==> config.mk <==
export PLATFORM = sky130hd
export DESIGN_NAME = disk_flip_sequencer
export DESIGN_NICKNAME = d
export VERILOG_FILES = /design/src/rtl/disk_flip_sequencer.sv
export SDC_FILE = /design/constraint.sdc
export NUM_CORES = 1
export LEC_CHECK = 0
export BUFFER_PORTS_ARGS = -buffer_cell sky130_fd_sc_hd__buf_2
export CAP_MARGIN = 20
export CORE_MARGIN = 10
export CORE_UTILIZATION = 51
export CTS_BUF_LIST = sky130_fd_sc_hd__clkbuf_16
export DETAILED_ROUTE_END_ITERATION = 8
export GPL_ROUTABILITY_DRIVEN = 1
export GPL_TIMING_DRIVEN = 1
export PLACE_DENSITY = 0.75
export SLEW_MARGIN = 10
export SYNTH_ARGS = -nofsm -noshare
export SYNTH_HDL_FRONTEND = slang
export SYNTH_SLANG_ARGS = --single-unit
==> constraint.sdc <==
create_clock -name clk -period 2.7 [get_ports clk]
set_input_delay 0 -clock clk [delete_from_list [all_inputs] [get_ports clk]]
set_output_delay 0 -clock clk [all_outputs]
set_load 0.03 [all_outputs]
==> src/rtl/disk_flip_sequencer.sv <==
// Placement sequencer for an 8x8 disc-flipping board: scans eight directions through a
// synchronous board RAM, rewrites captured runs and hands each changed cell to the drawer.
module disk_flip_sequencer #(
    parameter int unsigned EMPTY_CHECK = 1
) (
    input  logic       clk,
    input  logic       reset_n,
    input  logic       start,
    input  logic [2:0] x,
    input  logic [2:0] y,
    input  logic       side,
    output logic [5:0] rd_addr,
    input  logic [1:0] rd_data,
    output logic       wr_en,
    output logic [5:0] wr_addr,
    output logic [1:0] wr_data,
    output logic       draw_req,
    output logic [2:0] draw_x,
    output logic [2:0] draw_y,
    output logic [1:0] draw_color,
    input  logic       draw_ack,
    output logic       busy,
    output logic       done,
    output logic       legal,
    output logic [5:0] flip_count
);

    typedef enum logic [3:0] {
        StIdle, StChkOrigin, StScanRd, StScanEval, StFlipWr,
        StFlipDraw, StNextDir, StPlaceWr, StPlaceDraw, StFinish
    } state_e;

    state_e             r_state, w_state_next;
    logic [2:0]         r_ox, r_oy, w_ox_next, w_oy_next;
    logic               r_side, w_side_next;
    logic               r_chk_rd, w_chk_rd_next;
    logic [2:0]         r_dir, w_dir_next;
    logic [2:0]         r_run, w_run_next;
    logic signed [3:0]  r_px, r_py, w_px_next, w_py_next;
    logic [5:0]         r_cnt, w_cnt_next;
    logic               r_legal, w_legal_next;

    logic signed [3:0]  w_dx, w_dy, w_nx, w_ny, w_ox_s, w_oy_s;
    logic [1:0]         w_own, w_opp;
    logic               w_in;
    logic [5:0]         w_org_addr;

    always_comb begin
        unique case (r_dir)
            3'd0:    begin w_dx =  4'sd0; w_dy = -4'sd1; end
            3'd1:    begin w_dx =  4'sd1; w_dy = -4'sd1; end
            3'd2:    begin w_dx =  4'sd1; w_dy =  4'sd0; end
            3'd3:    begin w_dx =  4'sd1; w_dy =  4'sd1; end
            3'd4:    begin w_dx =  4'sd0; w_dy =  4'sd1; end
            3'd5:    begin w_dx = -4'sd1; w_dy =  4'sd1; end
            3'd6:    begin w_dx = -4'sd1; w_dy =  4'sd0; end
            default: begin w_dx = -4'sd1; w_dy = -4'sd1; end
        endcase
    end

    // One step past either edge lands on -1 or 8 (wraps to -8); both set bit 3.
    assign w_nx       = r_px + w_dx;
    assign w_ny       = r_py + w_dy;
    assign w_in       = ~w_nx[3] & ~w_ny[3];
    assign w_own      = r_side ? 2'b10 : 2'b01;
    assign w_opp      = r_side ? 2'b01 : 2'b10;
    assign w_org_addr = {r_oy, r_ox};
    assign w_ox_s     = signed'({1'b0, r_ox});
    assign w_oy_s     = signed'({1'b0, r_oy});

    always_ff @(posedge clk or negedge reset_n) begin
        if (!reset_n) begin
            r_state  <= StIdle;
            r_ox     <= '0;
            r_oy     <= '0;
            r_side   <= 1'b0;
            r_chk_rd <= 1'b0;
            r_dir    <= '0;
            r_run    <= '0;
            r_px     <= '0;
            r_py     <= '0;
            r_cnt    <= '0;
            r_legal  <= 1'b0;
        end else begin
            r_state  <= w_state_next;
            r_ox     <= w_ox_next;
            r_oy     <= w_oy_next;
            r_side   <= w_side_next;
            r_chk_rd <= w_chk_rd_next;
            r_dir    <= w_dir_next;
            r_run    <= w_run_next;
            r_px     <= w_px_next;
            r_py     <= w_py_next;
            r_cnt    <= w_cnt_next;
            r_legal  <= w_legal_next;
        end
    end

    always_comb begin
        w_state_next  = r_state;
        w_ox_next     = r_ox;
        w_oy_next     = r_oy;
        w_side_next   = r_side;
        w_chk_rd_next = r_chk_rd;
        w_dir_next    = r_dir;
        w_run_next    = r_run;
        w_px_next     = r_px;
        w_py_next     = r_py;
        w_cnt_next    = r_cnt;
        w_legal_next  = r_legal;
        rd_addr       = '0;
        wr_en         = 1'b0;
        wr_addr       = '0;
        wr_data       = '0;
        draw_req      = 1'b0;
        draw_x        = '0;
        draw_y        = '0;
        draw_color    = '0;
        done          = 1'b0;

        unique case (r_state)
            StIdle: begin
                if (start) begin
                    w_state_next  = StChkOrigin;
                    w_ox_next     = x;
                    w_oy_next     = y;
                    w_side_next   = side;
                    w_chk_rd_next = 1'b0;
                    w_cnt_next    = '0;
                    w_legal_next  = 1'b0;
                end
            end
            StChkOrigin: begin
                // First cycle issues the origin read, second cycle sees its data.
                if (!r_chk_rd) begin
                    rd_addr       = w_org_addr;
                    w_chk_rd_next = 1'b1;
                end else if (EMPTY_CHECK != 0 && (rd_data == 2'b01 || rd_data == 2'b10)) begin
                    w_state_next = StFinish;
                end else begin
                    w_state_next = StScanRd;
                    w_dir_next   = '0;
                    w_run_next   = '0;
                    w_px_next    = w_ox_s;
                    w_py_next    = w_oy_s;
                end
            end
            StScanRd: begin
                if (w_in) begin
                    rd_addr      = {w_ny[2:0], w_nx[2:0]};
                    w_px_next    = w_nx;
                    w_py_next    = w_ny;
                    w_state_next = StScanEval;
                end else begin
                    w_state_next = StNextDir;
                end
            end
            StScanEval: begin
                if (rd_data == w_opp) begin
                    w_run_next   = r_run + 3'd1;
                    w_state_next = StScanRd;
                end else if (rd_data == w_own && r_run != 3'd0) begin
                    w_px_next    = w_ox_s;
                    w_py_next    = w_oy_s;
                    w_state_next = StFlipWr;
                end else begin
                    w_state_next = StNextDir;
                end
            end
            StFlipWr: begin
                wr_en        = 1'b1;
                wr_addr      = {w_ny[2:0], w_nx[2:0]};
                wr_data      = w_own;
                w_px_next    = w_nx;
                w_py_next    = w_ny;
                w_run_next   = r_run - 3'd1;
                w_cnt_next   = (r_cnt == 6'd63) ? r_cnt : r_cnt + 6'd1;
                w_state_next = StFlipDraw;
            end
            StFlipDraw: begin
                draw_req   = 1'b1;
                draw_x     = r_px[2:0];
                draw_y     = r_py[2:0];
                draw_color = w_own;
                if (draw_ack) w_state_next = (r_run == 3'd0) ? StNextDir : StFlipWr;
            end
            StNextDir: begin
                if (r_dir == 3'd7) begin
                    w_state_next = (r_cnt != 6'd0) ? StPlaceWr : StFinish;
                end else begin
                    w_dir_next   = r_dir + 3'd1;
                    w_run_next   = '0;
                    w_px_next    = w_ox_s;
                    w_py_next    = w_oy_s;
                    w_state_next = StScanRd;
                end
            end
            StPlaceWr: begin
                wr_en        = 1'b1;
                wr_addr      = w_org_addr;
                wr_data      = w_own;
                w_state_next = StPlaceDraw;
            end
            StPlaceDraw: begin
                draw_req   = 1'b1;
                draw_x     = r_ox;
                draw_y     = r_oy;
                draw_color = w_own;
                if (draw_ack) begin
                    w_legal_next = 1'b1;
                    w_state_next = StFinish;
                end
            end
            StFinish: begin
                done         = 1'b1;
                w_state_next = StIdle;
            end
            default: w_state_next = StIdle;
        endcase
    end

    assign busy       = (r_state != StIdle) && (r_state != StFinish);
    assign legal      = r_legal;
    assign flip_count = r_cnt;

endmodule
== Yosys cells after proc, flatten, opt, wreduce, memory -nomap -nowiden ==
Index checks and enable logic that the tools add are counted.

* Add/subtract/negate cells: 6
* Bitwise logic cells: 3
* Equal/unequal tests: 33
* Muxes and demuxes: 55
* Reductions and logical operators: 29

{| class="wikitable"
|+ Operator list
! operator !! count
|-
| $mux W4 || 19
|-
| $pmux W4 S5 || 2
|-
| $pmux W4 S9 || 1
|-
| $pmux W6 S2 || 3
|-
| $mux W6 || 4
|-
| $ne A2 B2 Y1 const B || 11
|-
| $mux W3 || 7
|-
| $pmux W3 S2 || 3
|-
| $eq A4 B3 Y1 const B || 4
|-
| $pmux W4 S2 || 2
|-
| $eq A3 B3 Y1 const B || 4
|-
| $mux W2 || 6
|-
| $pmux W3 S4 || 1
|-
| $add A4 B4 Y4 || 2
|-
| $eq A4 B2 Y1 const B || 2
|-
| $eq A4 B4 Y1 const B || 2
|-
| $reduce_and A4 Y1 || 2
|-
| $reduce_bool A2 Y1 || 4
|-
| $reduce_bool A4 Y1 || 2
|-
| $reduce_or A2 Y1 || 4
|-
| $reduce_and A7 Y1 || 1
|-
| $add A3 B1 Y3 const B || 2
|-
| $add A6 B1 Y6 const B || 1
|-
| $eq A3 B2 Y1 const B || 2
|-
| 23 further kinds || 35
|}

* Flip-flop bits (word level): 33
* Output and inout port bits: 33
* Bits of input ports: 13

== Depth between registers and ports, before layout ==
Gate-level depths: netlist of run 1.

* Word-level depth: 8
* Depth in mapped cells: 11
* Depth with buffers taken out: 11

== Worst setup path after synthesis of run 1 ==
No wires, ideal clock.

* Path kind: register -> output
* Start: register r_dir[0]
* End: output rd_addr[2]
* Required time: 2.700 ns
* Stages on the path, launching flop included: 10
* Arrival: 3.041 ns
* Buffers on the path: 0
* Setup slack: -0.341 ns
* Cell sequence: dfrtp_1 ha_1 or4_1 and2_4 xnor2_1 ha_1 nor2_1 mux2i_1 xor2_1 o41ai_1

* Word-level cells in the longest chain between the ends: 8
* Elaborated cells on any way between the ends: 20

{| class="wikitable"
|+ RTL lines
! what !! RTL line !! source
|-
| start, declared || 37 || <nowiki>logic [2:0] r_dir, w_dir_next;</nowiki>
|-
| start signal, assigned || 90 || <nowiki>r_dir <= w_dir_next;</nowiki>
|-
| $eq A3 B2 Y1, or another cell as far along || 49 || <nowiki>unique case (r_dir)</nowiki>
|-
| $reduce_or A3 Y1 (no source line) or $reduce_or A2 Y1 (tied branches) || n/a ||
|-
| $pmux W4 S2 || 49 ||
|-
| $add A4 B4 Y4, on equally long branches || 62, 63 ||
|-
| $not A1 Y1 || 64 || <nowiki>assign w_in = ~w_nx[3] & ~w_ny[3];</nowiki>
|-
| $and A1 B1 Y1 || 64 ||
|-
| $mux W6 (*) || 149 || <nowiki>if (w_in) begin</nowiki>
|-
| $pmux W6 S2 (*) || 121 || <nowiki>unique case (r_state)</nowiki>
|-
| end, declared || 12 || <nowiki>output logic [5:0] rd_addr,</nowiki>
|}

Every way passes the cells marked *; elsewhere a longest branch is shown, timed or not.

== Worst setup path after layout of run 1 ==
* Start: register r_dir[1]
* End: output rd_addr[2]

Same word-level chain as after synthesis.

==> results.yml, run 1 <==
power_and_ir_drop:
  internal_power_w: 0.002097
  pwr_density_cell_nw_per_um2: 1159
  power_frac_seq_pct: 23.9
  power_frac_comb_pct: 62.3
  vdd_drop_max_uv: 585.9
  p_switching_w: 0.001835
  pwr-share-clk_pct: 13.7
  p_sw_share_pct: 46.66
  p_leak_nw: 1.595
sta:
  fin_crit_sh_pct: 111.0
  hold_ws_ns: 0.01526
  rsz0062_at_grt: "yes"
  max_slew_margin_pct: 47.73
  tightest_slew_ns: 0.7718
  finalHoldViolations: 0
  clock.fmax_ghz: 0.3338
  setup_viol: 14
  slew_viol_final: 0
  finalCriticalPeriod_ns: 2.996
  worst_slack_ns: -0.2962
  finClkSkew_ns: 0.004239
global_route:
  grt_max_degree: 34
  antenna_found_initial: 0
  grt_first_pass_wirelength_um: 12370
  track_usage_pct: 18.31
  overflow: 0
  grt_pass1_vias: 2430
logic_synthesis:
  syn_nets: 323
  ys_ff_latch: 33
  yosysWarnings: 0
  syn_inst: 296
  synth_top_cell_by_area: "dfrtp_1"
  avgSynthCellArea_um2: 8.496
  synth.area.top_cells: "dfrtp_1 (33%), ha_1 (6.5%), nand2_1 (6.1%), mux2_2 (5.4%), a22o_1 (4.5%)"
  syn_area_um2: 2515
  ys.flop_type: "dfrtp_1"
  synth-edff-count: 0
  yosysMostFrequentCell: "nand2_1"
  synth_cell_types: 58
  yosysSeqAreaShare_pct: 32.84
  yosysTopAreaCellShare_pct: 32.84
  synth_common_cells: "nand2_1 (41), dfrtp_1 (33), nor2_1 (30)"
  synthArstFlopShare_pct: 100.0
worst_setup_path:
  cpMostUsedCell: "ha_2"
  crit_slowest_cell: "or4_4"
  worstPathArrival_ns: 3.00
  critPathMaxFanout: 4
  max_stage_delay_ns: 0.55
  start_kind: "flop"
  worstSetupPathType: "reg -> out"
  crit_family: "simple AND/OR/NAND/NOR gates"
  required_ns: 2.70
  crit_buf_inv: 2
  path_cells: "ha_2 -> or4_4 -> and2_4 -> xnor2_2 -> ha_2 -> nor2_2 -> mux2i_1 -> xor2_1 -> buf_4 -> o41ai_4 -> buf_6"
  cp-end-kind: "primary output"
final_layout:
  syn_to_final_growth_pct: 34.88
  drive_gt1_share_pct: 32.98
  multiInputGateArea_um2: 1703
  nFillCells: 347
  design_area_um2: 3392
  diodes: 0
  fin_nets: 400
  final_cells: 440
  regArea_um2: 828.3
floorplan:
  core_area_um2: 4755
  die-area_um2: 8140
  num_rows: 25
  die-height_um: 90.22
  dieWidth_um: 90.22
  io_pins: 46
  start_util_pct: 52.89
job:
  drv_cap: 0
detailed_routing:
  viasPerCell: 5.975
  wl_per_cell_um: 18.43
  ant_nets: 0
  num_vias: 2629
  drt-initial-drc-count: 223
  drc: 0
  routed_wl_um: 8110
  first_pass_iters: 5
cts:
  clock-sinks: 33
  cts.path.max_buffers: 2
  htree_levels: 2
  insertion_delay_ns: 0.28
  root_buffer: "clkbuf_16"
  path_clk_slew_ns: 0.05
  cts_tree: "done"
  cts_buffers: 5
placed_design:
  dpl-instance-area_um2: 2928
  place_inst: 415
  post-dp-hpwl_um: 5107
  gp_congestion: 0.9031
  io_buffers: 45
  dp_slack_ns: -0.06316
worst_hold_path:
  hold_path_class: "in -> reg"
status:
  outcome: "finished with violations"
  failed_checks: "setup timing"
==> through the flow <==
stage | total power [W] | TNS [ns] | util [%]
3_3_place_gp | 0.002924 | 0 | 61.58
2_1_floorplan | 0.002379 | 0 | -
4_1_cts | 0.003713 | -0.5220 | 68.79
6_report | 0.003932 | -1.793 | 71.34
5_1_grt | 0.004164 | -2.882 | 71.34
3_5_place_dp | 0.002977 | -0.1928 | 61.58
==> tightest hold or removal path: stages <==
cell and delay, ns:
buf_2 0.11, a21oi_1 0.06, nor2_1 0.09
==> per-layer routing <==
metal	global-route usage (%)	vias to the layer above	wire [um]
met4	6.499	0	272
li1	-	1224	-
met5	0	-	0
met1	22.70	1234	3314
met3	3.824	31	606
met2	30.57	140	3917
==> final cells by class <==
cell class              instances  share of cell area (%)
multi-input cells             237                   50.20
repair buffers                 83                   17.48
flip-flops and latches         33                   24.42
clock buffers                   5                   3.689
clock inverters                 2                  0.2213
inverters                      13                   1.512
well taps                      67                   2.471
==> layout by cell type, fill, tap and decap left out, types with 2 or more instances in the layout <==
cell type / synthesis / final
and2_1: 3 / 3
nor4_1: 2 / 2
or2_2: 3 / 3
buf_6: 0 / 8
nor2_2: 1 / 4
or3_1: 3 / 3
a22o_1: 13 / 13
nor2_1: 30 / 27
buf_4: 0 / 29
a22oi_1: 7 / 7
or4_1: 3 / 2
dlygate4sd3_1: 0 / 8
dfrtp_1: 33 / 31
mux2i_1: 3 / 3
nand3_1: 12 / 11
nand2_1: 41 / 41
a21oi_1: 9 / 9
nand2b_1: 4 / 4
a21o_1: 2 / 2
clkbuf_16: 0 / 5
ha_4: 0 / 3
o22ai_1: 4 / 4
ha_2: 0 / 4
buf_2: 4 / 37
nor2b_1: 3 / 3
inv_1: 13 / 12
dfrtp_2: 0 / 2
or4_4: 1 / 2
o21ai_0: 12 / 10
o21ai_1: 0 / 2
xor2_1: 3 / 3
xnor2_1: 6 / 5
and3_1: 2 / 2
ha_1: 13 / 6
nor3_1: 13 / 12
o31ai_1: 5 / 5
mux2_2: 12 / 12
==> worst paths after layout <==
path	from	to	slack, ns	cells past startpoint
max in group asynchronous	reset_n	r_dir[0]$_DFFE_PN0P_	1.84	2
max reg2reg	r_dir[1]$_DFFE_PN0P_	r_px[2]$_DFFE_PN0P_	-0.18	11
min reg2reg	r_run[1]$_DFFE_PN0P_	r_run[1]$_DFFE_PN0P_	0.53	2
min	draw_ack	legal$_DFFE_PN0P_	0.02	3
max	r_dir[1]$_DFFE_PN0P_	rd_addr[2]	-0.30	11
min in group asynchronous	reset_n	r_run[1]$_DFFE_PN0P_	0.32	2
==> power groups by stage <==
stage | sequential [W] | clock, W | combinational, W
2_1_floorplan | 0.000846 | 0 | 0.00153
4_1_cts | 0.000917 | 0.000541 | 0.00226
3_5_place_dp | 0.000920 | 0 | 0.00206
6_report | 0.000941 | 0.000540 | 0.00245
5_1_grt | 0.000964 | 0.000565 | 0.00263
3_3_place_gp | 0.000908 | 0 | 0.00202
==> registers in the layout, indices dropped and copies added (netlist names) <==
signal      count
flip_count      6
legal           1
r_chk_rd        1
r_dir           3
r_ox            3
r_oy            3
r_px            4
r_py            4
r_run           3
r_side          1
r_state         4
==> kinds of logic (layout without fill, tap and decap cells) <==
kind of cell / Yosys count / count (layout) / synth area share [%]
XOR/XNOR: 9 / 9 / 3.135
flip-flops: 33 / 33 / 32.84
buffers and inverters: 26 / 103 / 4.080
adder cells (fa/ha/maj): 14 / 14 / 7.264
AND/OR/NAND/NOR: 131 / 131 / 25.82
multiplexers: 15 / 15 / 6.567
AO/OA/AOI/OAI: 68 / 68 / 20.30
==> timing repair <==
| action | in CTS | in global routing |
|---|---|---|
| gates resized for setup | 22 | 23 |
| pin swaps | 4 | 9 |
| setup buffers | 6 | 4 |
| endpoints found under the hold margin | 40 | 0 |
| hold buffers | 8 | 0 |
| setup endpoints to repair | 14 | 18 |
No activity file was read; power rests on OpenSTA's default activity.
==> inputs of run 2 (changes only) <==
CORE_MARGIN = default   (was 10)
==> results.yml, run 2 (same netlist as run 1, synthesis figures left out) <==
status:
  outcome: "finished with violations"
  failed_checks: "setup timing"
sta:
  fin_crit_sh_pct: 108.3
  rsz0062_at_grt: "yes"
  finClkSkew_ns: 0.002295
  setup_viol: 16
  hold_ws_ns: 0.01763
  finalHoldViolations: 0
  finalCriticalPeriod_ns: 2.924
  tightest_slew_ns: 0.8232
  max_slew_margin_pct: 44.66
  tns_ns: -2.142
  clock.fmax_ghz: 0.3420
  slew_viol_final: 0
  worst_slack_ns: -0.2240
final_layout:
  final_common_cell: "nand2_1"
  largest_reg_flops: 6
  regArea_um2: 828.3
  diodes: 0
  nFillCells: 312
  final_cell_mix: "nand2_1 (41), buf_2 (37), buf_4 (32)"
  multiInputGateArea_um2: 1753
  syn_to_final_growth_pct: 37.66
  fin_nets: 403
  drive_gt1_share_pct: 34.75
  design_area_um2: 3462
worst_setup_path:
  rr_startpoint: "r_dir[0]$_DFFE_PN0P_"
  reg2reg_slack_ns: -0.16
  worstSetupPathType: "reg -> out"
  start_kind: "flop"
  timing.rr.end: "r_px[2]$_DFFE_PN0P_"
  critPathMaxFanout: 5
  reg2reg_depth: 11
  worstPathArrival_ns: 2.92
  required_ns: 2.70
  cp-end-kind: "primary output"
cts:
  path_clk_slew_ns: 0.05
  cts.path.max_buffers: 2
  root_buffer: "clkbuf_16"
  clock-sinks: 33
  cts_tree: "done"
  insertion_delay_ns: 0.28
  htree_levels: 2
  cts_buffers: 5
floorplan:
  start_util_pct: 53.25
  num_rows: 25
  core_area_um2: 4723
  die-height_um: 72.22
  die-area_um2: 5216
  dieWidth_um: 72.22
  io_pins: 46
job:
  drv_cap: 0
detailed_routing:
  wl_per_cell_um: 17.32
  drt-initial-drc-count: 287
  viasPerCell: 6.059
  ant_nets: 0
  num_vias: 2690
  drc: 0
  routed_wl_um: 7690
  first_pass_iters: 5
global_route:
  antenna_found_initial: 0
  overflow: 0
  grt_pass1_vias: 2425
  grt_first_pass_wirelength_um: 11490
  grt_max_degree: 34
  track_usage_pct: 28.95
worst_hold_path:
  min_from: "draw_ack"
  holdPathStages: 3
  hold_end: "legal$_DFFE_PN0P_"
  hold_path_class: "in -> reg"
power_and_ir_drop:
  p_leak_nw: 1.622
  vdd_drop_max_uv: 616.2
  pwr_density_cell_nw_per_um2: 1162
placed_design:
  io_buffers: 45
  post-dp-hpwl_um: 4866
  gp_congestion: 0.8542
  dp_slack_ns: -0.1120
  dpl-instance-area_um2: 2943
[run 2: repair_timing]
item | 4_1_cts | 5_1_grt
setup endpoints to repair | 9 | 16
endpoints found under the hold margin | 40 | 0
pin swaps | 12 | 16
hold buffers | 8 | 0
buffers inserted | 10 | 3
resized for setup | 27 | 26
[run 2: cell type report]
class                           count  share of cell area, %
Clock buffer                        5                  3.614
Clock inverter                      3                 0.3975
Inverter                           13                  1.482
Multi-Input combinational cell    237                  50.63
Sequential cell                    33                  23.92
Tap cell                           67                  2.421
Timing Repair Buffer               86                  17.53
[run 2: through the flow]
step | std cells | utilization (%) | total power, W
6_report | 444 | 73.30 | 0.004022
5_1_grt | 444 | 73.30 | 0.004244
4_1_cts | 441 | 70.09 | 0.003703
3_5_place_dp | 417 | 62.30 | 0.003012
3_3_place_gp | 417 | 62.30 | 0.002947
2_1_floorplan | 296 | - | 0.002379
[run 2: metal layers]
metal | vias up | GRT usage [%] | share of wire (%)
li1 | 1230 | - | -
met1 | 1274 | 37.70 | 41
met2 | 158 | 46.31 | 47
met3 | 28 | 6.806 | 9.0
met4 | 0 | 11.98 | 2.9
met5 | - | 0 | 0
[run 2: worst max-delay path by stage]
stage	start	to	slack [ns]	depth (start not counted)
after global placement	r_dir[1]$_DFFE_PN0P_	r_px[2]$_DFFE_PN0P_	0.04	11
final	r_dir[0]$_DFFE_PN0P_	rd_addr[5]	-0.22	10
after floorplan	r_dir[0]$_DFFE_PN0P_	rd_addr[2]	0.06	9
after global routing	r_dir[0]$_DFFE_PN0P_	rd_addr[2]	-0.26	11
after detailed placement	r_dir[1]$_DFFE_PN0P_	r_px[2]$_DFFE_PN0P_	-0.11	11
after CTS	r_dir[0]$_DFFE_PN0P_	rd_addr[2]	-0.22	11
[run 2: power breakdown]
group	switching (W)	internal (W)
registers	0.000262	0.000669
logic	0.00141	0.00113
clock network	0.000216	0.000335
[run 2: critical path, cell delays in order, from the launching register on]
cell and delay, ns:
dfrtp_2 0.48, ha_4 0.19, or4_4 0.55, and2_4 0.17
buf_4 0.14, a211o_1 0.29, buf_6 0.14, nor3_4 0.19
buf_6 0.15, a22o_1 0.19, buf_6 0.15
